$ cat config.mk
export PLATFORM = sky130hd
export DESIGN_NAME = uart_tx_serializer
export DESIGN_NICKNAME = d
export VERILOG_FILES = /design/src/rtl/uart_tx_serializer.sv
export SDC_FILE = /design/constraint.sdc
export NUM_CORES = 1
export LEC_CHECK = 0
export ABC_AREA = 1
export CORE_ASPECT_RATIO = 0.9
export CORE_UTILIZATION = 55
export CTS_CLUSTER_DIAMETER = 40
export DETAILED_ROUTE_END_ITERATION = 7
export PLACE_DENSITY = 0.81
export SYNTH_ARGS = -nofsm -noshare
export SYNTH_HDL_FRONTEND = slang
export SYNTH_SLANG_ARGS = --single-unit
$ cat constraint.sdc
create_clock -name clk -period 2.25 [get_ports clk]
set_input_delay 0.45 -clock clk [delete_from_list [all_inputs] [get_ports clk]]
set_output_delay 0.45 -clock clk [all_outputs]
set_load 0.01 [all_outputs]
$ cat src/rtl/uart_tx_serializer.sv
// rtl/uart_tx_serializer.sv - UART 8N1 transmit serializer with valid/ready byte input
//
// Accepts one byte per frame over a valid/ready handshake and shifts it out
// LSB first as start bit, 8 data bits, optional even parity bit, stop bit.
// Each serial bit lasts CLK_DIV clock cycles.
//
// Build option: define UART_TX_PARITY_EN to insert an even-parity bit
// between the last data bit and the stop bit (11-bit frame).
//
// Parameters:
//   CLK_DIV   clock cycles per serial bit, must be >= 2
// Ports:
//   clk       system clock, rising edge
//   rst       asynchronous active-high reset
//   tx_valid  byte on tx_byte is offered
//   tx_byte   parallel byte to send
//   tx_ready  block can accept a byte (high only when idle)
//   tx_data   registered serial line, idle high
//   tx_busy   frame in progress (inverse of tx_ready)
//   tx_done   one-cycle pulse in the last cycle of the stop bit

module uart_tx_serializer #(
  parameter int CLK_DIV = 16
) (
  input  logic       clk,
  input  logic       rst,
  input  logic       tx_valid,
  input  logic [7:0] tx_byte,
  output logic       tx_ready,
  output logic       tx_data,
  output logic       tx_busy,
  output logic       tx_done
);

  localparam int CNT_W = $clog2(CLK_DIV);
  localparam logic [CNT_W-1:0] BAUD_LAST = CNT_W'(CLK_DIV - 1);

  typedef enum logic [2:0] {
    S_IDLE,
    S_START,
    S_DATA,
`ifdef UART_TX_PARITY_EN
    S_PARITY,
`endif
    S_STOP
  } state_t;

  state_t           state_q, state_d;
  logic [CNT_W-1:0] baud_q, baud_d;
  logic [2:0]       bit_q, bit_d;
  logic [7:0]       shift_q, shift_d;
  logic             data_q, data_d;
  logic             bit_end;
`ifdef UART_TX_PARITY_EN
  logic             parity_q, parity_d;
`endif

  assign bit_end = (baud_q == BAUD_LAST);

  // State register
  always_ff @(posedge clk or posedge rst) begin
    if (rst) begin
      state_q <= S_IDLE;
    end else begin
      state_q <= state_d;
    end
  end

  // Datapath registers; tx_data resets high so an abandoned frame releases
  // the line immediately.
  always_ff @(posedge clk or posedge rst) begin
    if (rst) begin
      baud_q   <= '0;
      bit_q    <= '0;
      shift_q  <= '0;
      data_q   <= 1'b1;
`ifdef UART_TX_PARITY_EN
      parity_q <= 1'b0;
`endif
    end else begin
      baud_q   <= baud_d;
      bit_q    <= bit_d;
      shift_q  <= shift_d;
      data_q   <= data_d;
`ifdef UART_TX_PARITY_EN
      parity_q <= parity_d;
`endif
    end
  end

  // Next-state and output logic
  always_comb begin
    state_d  = state_q;
    baud_d   = baud_q;
    bit_d    = bit_q;
    shift_d  = shift_q;
    data_d   = 1'b1;
    tx_ready = 1'b0;
    tx_done  = 1'b0;
`ifdef UART_TX_PARITY_EN
    parity_d = parity_q;
`endif

    // Baud counter runs only inside a frame and restarts at every bit boundary.
    if (state_q != S_IDLE) begin
      baud_d = bit_end ? '0 : baud_q + CNT_W'(1);
    end

    case (state_q)
      S_IDLE: begin
        tx_ready = 1'b1;
        baud_d   = '0;
        bit_d    = '0;
        if (tx_valid) begin
          shift_d  = tx_byte;
`ifdef UART_TX_PARITY_EN
          parity_d = ^tx_byte;
`endif
          state_d  = S_START;
        end
      end
      S_START: begin
        if (bit_end) begin
          state_d = S_DATA;
        end
      end
      S_DATA: begin
        if (bit_end) begin
          shift_d = {1'b0, shift_q[7:1]};
          bit_d   = bit_q + 3'd1;
          if (bit_q == 3'd7) begin
`ifdef UART_TX_PARITY_EN
            state_d = S_PARITY;
`else
            state_d = S_STOP;
`endif
          end
        end
      end
`ifdef UART_TX_PARITY_EN
      S_PARITY: begin
        if (bit_end) begin
          state_d = S_STOP;
        end
      end
`endif
      S_STOP: begin
        if (bit_end) begin
          tx_done = 1'b1;
          state_d = S_IDLE;
        end
      end
      default: begin
        state_d = S_IDLE;
      end
    endcase

    // The line register follows the state being entered so that each bit
    // appears exactly one cycle after the edge that starts it.
    case (state_d)
      S_START:  data_d = 1'b0;
      S_DATA:   data_d = shift_d[0];
`ifdef UART_TX_PARITY_EN
      S_PARITY: data_d = parity_d;
`endif
      default:  data_d = 1'b1;
    endcase
  end

  assign tx_data = data_q;
  assign tx_busy = ~tx_ready;

endmodule

==> metrics.txt <==
Startpoint Class=flop; Root Buffer=clkbuf_4; FP Rows=13; Worst Path Required=approximately 1.8 ns; part of the power in combinational logic=0.171; CP arrival=1.69 ns; xor/xnor share of the synthesized area=0.0183; status=finished, final reports clean; Final period util=0.953; clock tree buffer depth=2; min cycle time layout=between 2 and 2.5 ns; clock sinks=19; DIE AREA=between 1500 and 2000 um2; Internal=about 500 uW; setup TNS=0 ns; filler cell count=about 120; cell taking the most area after synthesis=dfrtp_1; Leak=approximately 0.0006 uW; pin count of the biggest net entering global routing=20; GRT overflow=0; hold_ws=about 0.47 ns; hpwl dp=about 1.3 mm; Inst Count DP=about 140; number of synthesis warnings=0; Clock power frac=0.248; Post-CTS Hold Buffers=0; max frequency=around 470 MHz; Diodes inserted=0; Reg-to-Reg Start=baud_q[0]; DRC Markers=0; Distinct cells, synth=27; CTS Buf Count=3; Worst Hold End=baud_q[0]; HP Class=flop to flop; critical path's slowest cell=clkdlybuf4s50_1; R2R depth=6; TritonRoute pass-1 iters=4; mux contribution to synthesized area=0; Non-Filler Instances=approximately 150; Rel. slew slack=0.552; area grow syn2layout=21.1%; final wirelength=~1.7 mm; largest family of logic cells by synthesized area=simple AND/OR/NAND/NOR gates; Via density=approximately 5.2; CP max stage delay=0.54 ns; initial core utilization=0.627; Least-Margin Pin Slew=approximately 0.67 ns; mapped cell area=between 900 and 1000 um2; Post-Synth Simple-Gate Area=0.272; via count=approximately 760; VDD IR-drop max=498 uV; antenna violations before repair=0; Cells after Synth=105; fin util=0.759; Fin Clk Skew=roughly 0.0064 ns; Adder-Cell Fraction of Synth Area=0.0392; post-synth top area share=0.470; share of cells above drive strength 1=0.163; critical path peak fanout=5; cell family with most CP delay=buffers and inverters; P_sw=around 200 uW; final setup fails=0; area of the core=about 1500 um2; WP buf/inv=2; ordered cell list for the critical path=nor2_4 > nand2_1 > inv_2 > clkdlybuf4s50_1; gr usage total=0.213; Layout Nets=138; CP Capture Type=output port; number of synthesized flops with an enable pin=0; max-slew violations=0; Crit Path Class=flop to output port; post-synthesis compound-gate area fraction=0.116; RD Place Congestion=~0.85; hold depth=1; clock insertion delay at the later pin of the skew report=roughly 0.30 ns; syn avg cell area=between 9 and 10 um2; vias in the first global route=726; die width=46 um; clk slew on worst S/H paths=between 0.1 and 0.15 ns; first-pass GRT wire length=~3.0 mm; IO Count=15; RSZ-0062 raised after global routing=false; FFs w/ async S/R, synth=1.00; chip height=41.6 um; CTS tree=done; IO buf count=14; maxcap violations=0; r2r setup slk=between 0.8 and 0.9 ns; ANT nets after route=0; Starting DRT DRC Count=26; worst r2r dst=shift_q[5]; Seq/Total Area, Yosys=0.497; hold path start=baud_q[0]; Sw Ratio=0.280; sequential share of power=0.581; CTS H-tree depth=1; Mapped Nets=about 120; final hold violation count=0; Synth Flop Type=dfrtp_1; Pwr Density=between 600 and 700 nW/um2; number of synthesized register bits=19; WL/cell=11.7 um; top cells by area, synth=dfrtp_1 47%, nand2_1 9.0%, nor2_1 4.7%, nand3_1 4.2%, ha_1 3.9%
[flip-flops by register name (all words and copies together) (netlist names)]
register,count
baud_q,4
state_q,3
bit_q,3
shift_q,8
tx_data,1
[per-layer routing]
layer | wire (um) | up-vias | track usage
met3 | 97 | 2 | 0.0913
met5 | 0 | - | 0
li1 | - | 383 | -
met2 | 799 | 22 | 0.315
met4 | 15 | 0 | 0.0529
met1 | 779 | 354 | 0.285
[layout make-up]
| cell class | count | area, um2 | area share |
|---|---|---|---|
| clock buffers | 3 | 22.5 | 0.0194 |
| clock inverters | 1 | 7.51 | 0.00647 |
| well taps | 22 | 27.5 | 0.0237 |
| flip-flops and latches | 19 | 477 | 0.411 |
| repair buffers | 14 | 143 | 0.123 |
| multi-input cells | 73 | 433 | 0.373 |
| inverters | 13 | 51.3 | 0.0442 |
[how the worst max path moves through the flow]
stage,from,end,slack (ns),depth (start not counted)
floorplan,baud_q[0],tx_done,0.79,3
global placement,baud_q[0],tx_done,0.34,4
detailed placement,baud_q[0],tx_done,0.31,4
CTS,baud_q[0],tx_done,0.008,4
global route,state_q[2],tx_ready,0.02,4
finish,state_q[0],tx_ready,0.11,4
[synthesized netlist by cell type, types with 2 or more instances]
cell,number
nand2_1,23
dfrtp_1,18
nor2_1,12
inv_1,8
nand3_1,8
a22oi_1,4
o21ai_1,4
ha_1,3
inv_2,3
a22o_1,2
nand2_2,2
o211ai_2,2
o21ai_0,2
[power by group through the flow]
stage                     sequential [uW]  clock (uW)  combinational (uW)
after global routing                  411         197                 137
after floorplan                       407           0                78.8
after CTS                             407         179                 122
after global placement                410           0                 117
after detailed placement              413           0                 120
final                                 407         174                 120
[kinds of logic after synthesis]
group	after synthesis
compound gates	15
xor+xnor	2
fa+ha+maj	3
buf+inv	13
flops	19
other cells	1
simple gates	52
[timing repair]
action / in CTS / in global routing
buffers inserted: 0 / 0
endpoints found under the setup margin: 1 / 1
resized for setup: 1 / 1
cloned: 0 / 0
[cell usage in the layout (no fill, tap or decap), types with 2 or more instances in the layout]
cell / count
o21ai_1: 4
inv_1: 8
a22oi_1: 4
nand2_2: 2
clkbuf_4: 3
o211ai_2: 2
nor2_1: 12
nand3_1: 8
o21ai_0: 2
dfrtp_1: 18
ha_1: 2
inv_2: 3
a22o_1: 2
nand2_1: 23
clkdlybuf4s50_1: 13
[stage by stage]
step | power, uW | cell area, um2 | setup slack [ns]
floorplan | 486 | 958 | 0.786
global placement | 528 | 1130 | 0.344
detailed placement | 533 | 1130 | 0.310
CTS | 707 | 1160 | 0.00764
global route | 745 | 1160 | 0.0153
finish | 700 | 1160 | 0.106
Note: power is estimated with default switching activity, not from simulation.
